## config.mk

```make
export PLATFORM = sky130hd
export DESIGN_NAME = tron_game_ctrl
export DESIGN_NICKNAME = d
export VERILOG_FILES = /design/src/rtl/tron_pkg.sv /design/src/rtl/tron_dir_reg.sv /design/src/rtl/tron_game_ctrl.sv
export SDC_FILE = /design/constraint.sdc
export NUM_CORES = 1
export LEC_CHECK = 0
export ABC_AREA = 1
export CORE_MARGIN = 3
export CORE_UTILIZATION = 48
export CTS_BUF_LIST = sky130_fd_sc_hd__clkbuf_16
export CTS_CLUSTER_DIAMETER = 60
export DETAILED_ROUTE_END_ITERATION = 8
export PLACE_DENSITY = 0.77
export SYNTH_ARGS = -nofsm -noshare
export SYNTH_HDL_FRONTEND = slang
export SYNTH_SLANG_ARGS = --single-unit
```

## constraint.sdc

```tcl
create_clock -name clk -period 1.4 [get_ports clk]
set_clock_uncertainty 0.05 [all_clocks]
set_input_delay 0.28 -clock clk [delete_from_list [all_inputs] [get_ports clk]]
set_output_delay 0.28 -clock clk [all_outputs]
set_load 0.01 [all_outputs]
```

## src/rtl/tron_pkg.sv

```systemverilog
// Shared encodings for the Tron round controller.
//   state_e   : controller state as seen on the state output
//   DIR_*     : head direction encoding used by p1_dir/p2_dir
//   opposite(): direction reached by a 180-degree turn
package tron_pkg;

    typedef enum logic [1:0] {
        QI      = 2'b00,
        QGAME_1 = 2'b01,
        QGAME_2 = 2'b10,
        QDONE   = 2'b11
    } state_e;

    localparam logic [1:0] DIR_UP    = 2'b00;
    localparam logic [1:0] DIR_RIGHT = 2'b01;
    localparam logic [1:0] DIR_DOWN  = 2'b10;
    localparam logic [1:0] DIR_LEFT  = 2'b11;

    // Up/down and right/left differ only in the top bit.
    function automatic logic [1:0] opposite(input logic [1:0] dir);
        return dir ^ 2'b10;
    endfunction

endpackage

```

## src/rtl/tron_dir_reg.sv

```systemverilog
// Per-player direction register.
//   clk_i    : system clock
//   rst_i    : asynchronous active-high reset (direction -> StartDir)
//   load_i   : reload StartDir and drop any pending request
//   strobe_i : commit the latest pending request (game step)
//   btn_i    : {U,R,D,L} raw button request
//   dir_o    : committed direction
module tron_dir_reg
    import tron_pkg::*;
#(
    parameter logic [1:0] StartDir = DIR_RIGHT
) (
    input  logic       clk_i,
    input  logic       rst_i,
    input  logic       load_i,
    input  logic       strobe_i,
    input  logic [3:0] btn_i,
    output logic [1:0] dir_o
);

    logic [1:0] dir_q, dir_d;
    logic [1:0] pend_dir_q, pend_dir_d;
    logic       pend_valid_q, pend_valid_d;

    logic       btn_onehot;
    logic [1:0] req_dir;
    logic       req_valid;

    assign btn_onehot = (btn_i != 4'b0000) && ((btn_i & (btn_i - 4'd1)) == 4'b0000);

    always_comb begin
        req_dir = DIR_LEFT;
        if (btn_i[3]) begin
            req_dir = DIR_UP;
        end else if (btn_i[2]) begin
            req_dir = DIR_RIGHT;
        end else if (btn_i[1]) begin
            req_dir = DIR_DOWN;
        end
    end

    // Reversal is judged against the committed direction; pending is cleared
    // whenever that direction changes, so a stale pending can never reverse.
    assign req_valid = btn_onehot && (req_dir != opposite(dir_q));

    always_comb begin
        dir_d        = dir_q;
        pend_dir_d   = pend_dir_q;
        pend_valid_d = pend_valid_q;

        if (req_valid) begin
            pend_dir_d   = req_dir;
            pend_valid_d = 1'b1;
        end

        if (load_i) begin
            dir_d        = StartDir;
            pend_dir_d   = StartDir;
            pend_valid_d = 1'b0;
        end else if (strobe_i) begin
            if (pend_valid_d) begin
                dir_d = pend_dir_d;
            end
            pend_valid_d = 1'b0;
        end
    end

    always_ff @(posedge clk_i or posedge rst_i) begin
        if (rst_i) begin
            dir_q        <= StartDir;
            pend_dir_q   <= StartDir;
            pend_valid_q <= 1'b0;
        end else begin
            dir_q        <= dir_d;
            pend_dir_q   <= pend_dir_d;
            pend_valid_q <= pend_valid_d;
        end
    end

    assign dir_o = dir_q;

endmodule

```

## src/rtl/tron_game_ctrl.sv

```systemverilog
// Round sequencer and scorekeeper for two-player Tron.
//   clk, reset            : system clock, asynchronous active-high reset
//   start                 : match-enable level
//   tick                  : one-cycle game-step strobe
//   p1_btn, p2_btn        : {U,R,D,L} direction requests
//   p1_crash, p2_crash    : head collision flags from the datapath
//   state                 : 00 idle, 01 play, 10 round-over pause, 11 match done
//   move_en               : one-cycle head-advance pulse
//   clear_arena           : arena reinitialise request
//   p1_dir, p2_dir        : committed directions
//   p1_score, p2_score    : rounds won
//   p1_win, p2_win        : match winner flags
module tron_game_ctrl
    import tron_pkg::*;
#(
    parameter int unsigned WIN_SCORE    = 10,
    parameter int unsigned PAUSE_TICKS  = 32,
    parameter logic [1:0]  P1_START_DIR = 2'b01,
    parameter logic [1:0]  P2_START_DIR = 2'b11
) (
    input  logic       clk,
    input  logic       reset,
    input  logic       start,
    input  logic       tick,
    input  logic [3:0] p1_btn,
    input  logic [3:0] p2_btn,
    input  logic       p1_crash,
    input  logic       p2_crash,
    output logic [1:0] state,
    output logic       move_en,
    output logic       clear_arena,
    output logic [1:0] p1_dir,
    output logic [1:0] p2_dir,
    output logic [3:0] p1_score,
    output logic [3:0] p2_score,
    output logic       p1_win,
    output logic       p2_win
);

    localparam logic [3:0] WinScore  = 4'(WIN_SCORE);
    localparam logic [7:0] PauseLast = 8'(PAUSE_TICKS - 1);

    state_e     state_q, state_d;
    logic [3:0] p1_score_q, p1_score_d;
    logic [3:0] p2_score_q, p2_score_d;
    logic [7:0] pause_q, pause_d;
    logic       move_en_q, move_en_d;
    logic       clear_q, clear_d;
    logic       p1_win_q, p1_win_d;
    logic       p2_win_q, p2_win_d;
    logic       restart;
    logic       dir_load;

    always_comb begin
        state_d    = state_q;
        p1_score_d = p1_score_q;
        p2_score_d = p2_score_q;
        pause_d    = pause_q;
        move_en_d  = 1'b0;
        restart    = 1'b0;

        unique case (state_q)
            QI: begin
                p1_score_d = '0;
                p2_score_d = '0;
                pause_d    = '0;
                if (start) begin
                    state_d = QGAME_1;
                end
            end
            QGAME_1: begin
                if (!start) begin
                    state_d    = QI;
                    p1_score_d = '0;
                    p2_score_d = '0;
                end else if (p1_crash || p2_crash) begin
                    // Crash wins over a same-cycle tick; a double crash is a draw.
                    state_d = QGAME_2;
                    pause_d = '0;
                    if (p1_crash && !p2_crash && (p2_score_q != WinScore)) begin
                        p2_score_d = p2_score_q + 4'd1;
                    end
                    if (p2_crash && !p1_crash && (p1_score_q != WinScore)) begin
                        p1_score_d = p1_score_q + 4'd1;
                    end
                end else if (tick) begin
                    move_en_d = 1'b1;
                end
            end
            QGAME_2: begin
                if (!start) begin
                    state_d    = QI;
                    p1_score_d = '0;
                    p2_score_d = '0;
                    pause_d    = '0;
                end else if (tick) begin
                    if (pause_q == PauseLast) begin
                        pause_d = '0;
                        if ((p1_score_q == WinScore) || (p2_score_q == WinScore)) begin
                            state_d = QDONE;
                        end else begin
                            state_d = QGAME_1;
                            restart = 1'b1;
                        end
                    end else begin
                        pause_d = pause_q + 8'd1;
                    end
                end
            end
            QDONE: begin
                if (!start) begin
                    state_d    = QI;
                    p1_score_d = '0;
                    p2_score_d = '0;
                end
            end
            default: state_d = QI;
        endcase
    end

    assign clear_d  = (state_d == QI) || restart;
    // Keep directions pinned to their start values for the whole idle period.
    assign dir_load = (state_q == QI) || clear_d;
    assign p1_win_d = (state_d == QDONE) && (p1_score_d == WinScore);
    assign p2_win_d = (state_d == QDONE) && (p2_score_d == WinScore);

    always_ff @(posedge clk or posedge reset) begin
        if (reset) begin
            state_q    <= QI;
            p1_score_q <= '0;
            p2_score_q <= '0;
            pause_q    <= '0;
            move_en_q  <= 1'b0;
            clear_q    <= 1'b1;
            p1_win_q   <= 1'b0;
            p2_win_q   <= 1'b0;
        end else begin
            state_q    <= state_d;
            p1_score_q <= p1_score_d;
            p2_score_q <= p2_score_d;
            pause_q    <= pause_d;
            move_en_q  <= move_en_d;
            clear_q    <= clear_d;
            p1_win_q   <= p1_win_d;
            p2_win_q   <= p2_win_d;
        end
    end

    // Directions commit on the same edge that raises move_en.
    tron_dir_reg #(
        .StartDir(P1_START_DIR)
    ) u_p1_dir (
        .clk_i   (clk),
        .rst_i   (reset),
        .load_i  (dir_load),
        .strobe_i(move_en_d),
        .btn_i   (p1_btn),
        .dir_o   (p1_dir)
    );

    tron_dir_reg #(
        .StartDir(P2_START_DIR)
    ) u_p2_dir (
        .clk_i   (clk),
        .rst_i   (reset),
        .load_i  (dir_load),
        .strobe_i(move_en_d),
        .btn_i   (p2_btn),
        .dir_o   (p2_dir)
    );

    assign state       = state_q;
    assign move_en     = move_en_q;
    assign clear_arena = clear_q;
    assign p1_score    = p1_score_q;
    assign p2_score    = p2_score_q;
    assign p1_win      = p1_win_q;
    assign p2_win      = p2_win_q;

endmodule

```

==> run summary, run 1 <==
CTS buffer count: 5
first drt pass iteration count: 5
critical path endpoint: u_p1_dir.dir_o[0]$_DFFE_PP1P_
clock-pin slew on the worst setup and hold paths: 50 ps
CP Launch Point: p2_score[0]$_DFF_PP0_
drc violations: 0
gr usage total: 26.8%
multi-input combinational cell area: 1290 um^2
fillers: 184
Comb pwr share: 33.7%
P_leak: 1.72 nW
crit path cell chain: inv_2 > ha_4 > nand2_1 > nor2_1 > nor2_1 > nand3_2 > nand2_2 > nor2_4 > buf_6 > nand2_4 > nand2_2 > nand2_2
Rel. slew slack: 77.5%
R2R depth: 12
Clk pwr share: 32.9%
DR iter-0 viols: 199
Syn Area/Cell: 7.28 um^2
Fmax: 0.566 GHz
Via density: 5.80
Tmin final: 1770 ps
CORE AREA: 3800 um^2
crit end category: register
crit path DAT: 1930 ps
Max Slew Vio Count: 0
HPWL after DPL: 3720 um
Slowest-stage cell, CP: dfrtp_1
Syn-to-layout area delta: 69.8%
first-pass GRT wire length: 10500 um
Mapped Area: 1960 um^2
GRT Residual Overflow: 0
H-tree levels: 2
clock sink total: 32
worst hold slack: 216 ps
cell mode on critical path: nand2_2
CTS tree: yes
starting density of the core: 51.7%
sequential group share of total power: 33.4%
final hold viol count: 0
fraction of layout cells with a size suffix above 1: 47.2%
PnR worst setup slack: -367 ps
reg2reg start: p2_score[0]$_DFF_PP0_
initial antenna violation count: 0
total area of sequential cells: 813 um^2
hold_buf cts: 0
final setup vio count: 28
area leader, netlist: dfrtp_1
Die Width: 70.0 um
syn_nets: 289
Synth top area share: 31.8%
clk buf depth: 2
Ys Warns: 0
P_int: 2.11 mW
worst skew pair latency: 290 ps
status: complete, but fails checks
routed wire length: 8260 um
Worst VDD drop: 0.00104 V
Hold WC Path Type: in -> async
synth top area cells: dfrtp_1 (32%), nand2_1 (15%), dfstp_2 (9.4%)
worst slew pin tran: 337 ps
RR Endpoint: u_p1_dir.dir_o[0]$_DFFE_PP1P_
Power Dens Cells: 951 nW/um^2
CP max FO: 6
PortBufs: 31
Final period util: 126%
synth unique cells: 29
Root Buffer: clkbuf_16
remaining antenna violation count: 0
WL per Instance: 19.4 um
vias in the first global route: 2198
via count: 2465
register bit count reported by yosys: 32
max_cap viols: 0
worst path required time: 1570 ps
Switching Fraction: 33.5%
# nets final: 395
switching power total: 1.06 mW
largest net degree at the start of global routing: 18
Post-Synthesis Cells: 270
max incr delay on CP: 380 ps
Chip Height: 70.0 um
violated checks: setup timing
Final GP Congestion: 0.984
reg2reg setup slack: -370 ps
Startpoint Class: register
io pins: 32
RSZ-0062 raised after global routing: true
Worst Setup Path Type: reg -> reg
sequential-to-total area share from yosys stat: 41.2%
row cnt: 22
DP Worst Slack: -538 ps
Die Area: 4900 um^2
# diodes: 0
state kept, by name, indices dropped and copies added, names as in the netlist:
| name | flops |
|---|---|
| p1_win | 1 |
| p2_score | 4 |
| clear_arena | 1 |
| u_p2_dir.pend_valid_q | 1 |
| state | 2 |
| u_p1_dir.pend_valid_q | 1 |
| u_p2_dir.dir_o | 2 |
| pause_q | 8 |
| move_en | 1 |
| u_p2_dir.pend_dir_q | 2 |
| u_p1_dir.dir_o | 2 |
| p1_score | 4 |
| u_p1_dir.pend_dir_q | 2 |
| p2_win | 1 |
stage by stage:
step                      cells  power, mW  setup TNS, ps  cell area [um^2]  util, %
after floorplan             270       1.43           -928              2020        -
after global placement      397       1.77          -9710              2770     72.9
after detailed placement    397       1.79         -10290              2770     72.9
after CTS                   413       2.89          -2250              3090     81.2
after global routing        425       3.29          -7800              3340     87.8
final                       425       3.17          -6190              3340     87.8
final cells by class:
class,instances,area share (%)
flip-flops and latches,32,24.4
clock inverters,3,0.338
repair buffers,99,25.6
inverters,46,5.48
multi-input cells,192,38.7
well taps,48,1.80
clock buffers,5,3.75
critical path: cells and delay by family (launching register included):
kind                       cells  cell delay, ps
buffers and inverters          2             270
adders and majority gates      1             160
DFF                            1             380
and+or+nand+nor                9             830
cells by family after synthesis:
logic type / Yosys count / synth area share [%]
compound gates: 36 / 10.3
xor+xnor: 5 / 2.23
fa+ha+maj: 5 / 3.18
buf+inv: 47 / 9.36
flops: 32 / 41.2
simple gates: 145 / 33.7
Yosys cell counts:
cell      instances
xor2_1            3
nand3b_4          1
o211ai_1          1
nand2_2           7
inv_1            42
a21oi_1          15
dfrtp_1          25
ha_1              5
nor2_2            3
a31oi_1           1
nand3b_1          2
nand3_1          23
nor2_1           22
nor3_4            1
inv_2             4
buf_6             1
and2_1            1
o21ai_1           2
xnor2_1           2
o21ai_2           4
o21ai_0          11
dfstp_2           7
o21bai_1          1
nand2_1          80
nand4_1           1
nand3_2           1
nor3_1            1
o22ai_1           1
nor2_4            2
metal layers:
metal	vias to the layer above	part of all wire (%)	GRT usage (%)
met5	-	0	0
met4	0	6.7	11.7
met3	62	7.3	5.61
met2	170	51	48.3
met1	1170	35	30.1
li1	1063	-	-
repair_timing:
| item | 4_1_cts | 5_1_grt |
|---|---|---|
| cloned | 1 | 0 |
| resized for setup | 67 | 64 |
| endpoints found under the hold margin | 0 | 0 |
| endpoints found under the setup margin | 42 | 38 |
| pin swaps | 9 | 23 |
| buffers inserted | 7 | 16 |
cell usage in the layout, fill, tap and decap left out, types with 2 or more instances in the layout:
cell type and count:
nand2_2 23, inv_2 8, o21ai_0 6, buf_12 2, clkdlybuf4s15_1 3, nand3_2 3
nand2_4 9, clkbuf_2 5, o21ai_4 2, nor2_4 6, dfrtp_1 22, o21ai_2 6
clkbuf_16 5, dfrtp_2 3, a21oi_2 7, ha_4 3, nand3_1 18, nor2_1 13
o21ai_1 4, inv_1 35, buf_4 54, dfstp_2 7, xor2_1 2, nand3b_1 2
inv_4 4, clkdlybuf4s50_1 11, nor2_2 8, clkinv_1 2, nand3_4 3, nand2_1 55
a21oi_1 8, buf_6 13, dlygate4sd2_1 9, ha_1 2
power by group through the flow:
stage	Clock [mW]	Sequential, mW	Combinational (mW)
final	1.04	1.06	1.07
after global routing	1.09	1.06	1.13
after CTS	1.01	1.04	0.832
after detailed placement	0	1.06	0.728
after global placement	0	1.06	0.714
after floorplan	0	1.08	0.344
worst min path at each step:
| stage | endpoint | depth (start not counted) | from |
|---|---|---|---|
| 3_5_place_dp | u_p2_dir.dir_o[1]$_DFFE_PP1P_ | 2 | u_p2_dir.dir_o[1]$_DFFE_PP1P_ |
| 3_3_place_gp | u_p2_dir.dir_o[1]$_DFFE_PP1P_ | 2 | u_p2_dir.dir_o[1]$_DFFE_PP1P_ |
| 4_1_cts | pause_q[3]$_DFFE_PP0P_ | 2 | reset |
| 2_1_floorplan | clear_arena$_DFF_PP1_ | 1 | start |
| 5_1_grt | pause_q[3]$_DFFE_PP0P_ | 2 | reset |
| 6_report | pause_q[3]$_DFFE_PP0P_ | 2 | reset |
No activity file was read; power rests on OpenSTA's default activity.
==> run 2: changes to the inputs <==
--- a/config.mk
+++ b/config.mk
@@ -11,6 +11,7 @@
 export CTS_BUF_LIST = sky130_fd_sc_hd__clkbuf_16
 export CTS_CLUSTER_DIAMETER = 60
 export DETAILED_ROUTE_END_ITERATION = 8
+export HOLD_SLACK_MARGIN = 0.15
 export PLACE_DENSITY = 0.77
 export SYNTH_ARGS = -nofsm -noshare
 export SYNTH_HDL_FRONTEND = slang
==> results of run 2 <==
The final DEF is identical to that of run 1; final timing and power are the same.
==> run 3: changes to the inputs <==
--- a/config.mk
+++ b/config.mk
@@ -7,12 +7,12 @@
 export LEC_CHECK = 0
 export ABC_AREA = 1
 export CORE_MARGIN = 3
-export CORE_UTILIZATION = 48
+export CORE_UTILIZATION = 53
 export CTS_BUF_LIST = sky130_fd_sc_hd__clkbuf_16
 export CTS_CLUSTER_DIAMETER = 60
 export DETAILED_ROUTE_END_ITERATION = 8
 export HOLD_SLACK_MARGIN = 0.15
-export PLACE_DENSITY = 0.77
+export PLACE_DENSITY = 0.8
 export SYNTH_ARGS = -nofsm -noshare
 export SYNTH_HDL_FRONTEND = slang
 export SYNTH_SLANG_ARGS = --single-unit
==> constraint.sdc (replaced) <==
create_clock -name clk -period 1.9 [get_ports clk]
set_clock_uncertainty 0.05 [all_clocks]
set_input_delay 0.38 -clock clk [delete_from_list [all_inputs] [get_ports clk]]
set_output_delay 0.38 -clock clk [all_outputs]
set_load 0.01 [all_outputs]
==> run summary, run 3 (synthesized netlist as in run 1, its figures left out) <==
Chip Height: 66.9 um (-4.4%)
H-tree levels: 2 (unchanged)
max FFs per register: 8 (unchanged)
routed wire length: 4020 um (-51%)
Worst Setup Path Type: reg -> out
final setup vio count: 0 (-100%)
Via density: 4.94 (-15%)
Tmin final: 1780 ps
worst slew pin tran: 399 ps (+62.1 ps)
RSZ-0062 raised after global routing: false
vias in the first global route: 1593 (-28%)
# nets final: 343 (-13%)
Syn-to-layout area delta: 32.4%
P_leak: 1.34 nW (-22%)
drc violations: 0 (unchanged)
row cnt: 21 (-4.5%)
Fmax: 0.562 GHz
hold_buf cts: 0 (unchanged)
Root Buffer: clkbuf_16
leading cell type in the layout, fill and taps excluded: nand2_1
Cells after DPL: 363 (-8.6%)
Power Dens Cells: 749 nW/um^2 (-21%)
Die Area: 4470 um^2 (-8.6%)
fraction of layout cells with a size suffix above 1: 16.3% (-31 points)
WP buf/inv: 1 (-1)
Final period util: 93.7%
Worst VDD drop: 0.000541 V (-48%)
status: finished clean
Hold WC Path Type: in -> async
Rel. slew slack: 73.4% (-4.1 points)
first drt pass iteration count: 4 (-1)
CP max FO: 4 (-2)
initial antenna violation count: 0 (unchanged)
DR iter-0 viols: 79 (-60%)
PnR worst setup slack: 120 ps (+487 ps)
HPWL after DPL: 3080 um (-17%)
Max Slew Vio Count: 0 (unchanged)
crit path cell chain: clkdlybuf4s50_1
CTS buffer count: 5 (unchanged)
via count: 1834 (-26%)
commonest cells after routing, fill and taps aside: nand2_1 (80), inv_1 (45), clkdlybuf4s50_1 (31), dfrtp_1 (25), nand3_1 (23)
WL per Instance: 10.8 um (-44%)
gr usage total: 19.9% (-6.9 points)
remaining antenna violation count: 0 (unchanged)
Cell Area, Placed: 2460 um^2 (-11%)
DP Worst Slack: -112 ps (+426 ps)
CP top delay family: flip-flops
starting density of the core: 57.1% (+5.4 points)
final instance area: 2600 um^2 (-22%)
Non-Filler Instances: 371 (-13%)
worst path required time: 1470 ps (-100 ps)
largest net degree at the start of global routing: 33 (+15)
io pins: 32 (unchanged)
final hold viol count: 0 (unchanged)
first-pass GRT wire length: 6730 um (-36%)
clock-pin slew on the worst setup and hold paths: 50 ps (about the same)
fillers: 262 (+42%)
worst skew pair latency: 270 ps (-20 ps)
Top reg by flops: pause_q
Slowest-stage cell, CP: dfstp_2
max incr delay on CP: 550 ps (+170 ps)
CTS tree: yes
clk buf depth: 2 (unchanged)
clock sink total: 32 (unchanged)
Die Width: 66.9 um (-4.4%)
PortBufs: 31 (unchanged)
crit end category: primary output
CORE AREA: 3440 um^2 (-9.4%)
Startpoint Class: register
Final GP Congestion: 0.889 (-9.6%)
max_cap viols: 0 (unchanged)
crit path DAT: 1350 ps (-580 ps)
GRT Residual Overflow: 0 (unchanged)
Sum Neg Setup Slack: 0 ps (+6190 ps)
# diodes: 0 (unchanged)
==> run 3: cell type report <==
cell class	instances	area (um^2)	area share, %
Multi-Input combinational cell	191	973	37.4
Tap cell	46	57.6	2.21
Timing Repair Buffer	48	450	17.3
Sequential cell	32	810	31.1
Clock inverter	3	11.3	0.433
Clock buffer	5	125	4.81
Inverter	46	173	6.64
==> run 3: worst paths after layout <==
path / startpoint / endpoint / slack, ps / cells after the start
min in group clk: u_p2_dir.dir_o[1]$_DFFE_PP1P_ / u_p2_dir.dir_o[1]$_DFFE_PP1P_ / 450 / 2
max reg2reg: pause_q[0]$_DFFE_PP0P_ / u_p2_dir.dir_o[1]$_DFFE_PP1P_ / 190 / 12
min reg2reg: u_p2_dir.dir_o[1]$_DFFE_PP1P_ / u_p2_dir.dir_o[1]$_DFFE_PP1P_ / 450 / 2
min: reset / pause_q[3]$_DFFE_PP0P_ / 440 / 3
max: u_p1_dir.dir_o[0]$_DFFE_PP1P_ / p1_dir[0] / 120 / 1
max in group asynchronous: reset / u_p1_dir.pend_dir_q[0]$_DFF_PP1_ / 1030 / 3
==> run 3: tightest hold or removal path, delay by kind of cell <==
kind	cells	cell delay, ps
buf+inv	3	790
==> run 3: metal layers <==
layer / track usage, % / share of wire, % / vias to the layer above
met5: 0 / 0 / -
met3: 6.07 / 4.5 / 2
met1: 25.3 / 46 / 833
met2: 32.3 / 49 / 38
met4: 6.08 / 0.47 / 0
li1: - / - / 961
==> run 3: power by group <==
part / leakage, nW / internal (mW) / total, mW / switching [mW]
clock: 0.0776 / 0.469 / 0.731 / 0.261
sequential: 0.419 / 0.737 / 0.781 / 0.0439
combinational: 0.846 / 0.200 / 0.437 / 0.237
total: 1.34 / 1.41 / 1.95 / 0.542
==> run 3: what timing repair did <==
item                                    CTS  global route
setup buffers                             0             0
gates resized for setup                   0             1
endpoints found under the setup margin    0             1
==> run 3: through the flow <==
| step | hold slack, ps | total power, mW | util [%] |
|---|---|---|---|
| after floorplan | 385 | 1.04 | - |
| after CTS | 452 | 1.96 | 75.5 |
| after global routing | 468 | 2.05 | 75.5 |
| after global placement | 435 | 1.21 | 71.5 |
| after detailed placement | 446 | 1.23 | 71.5 |
| final | 443 | 1.95 | 75.5 |
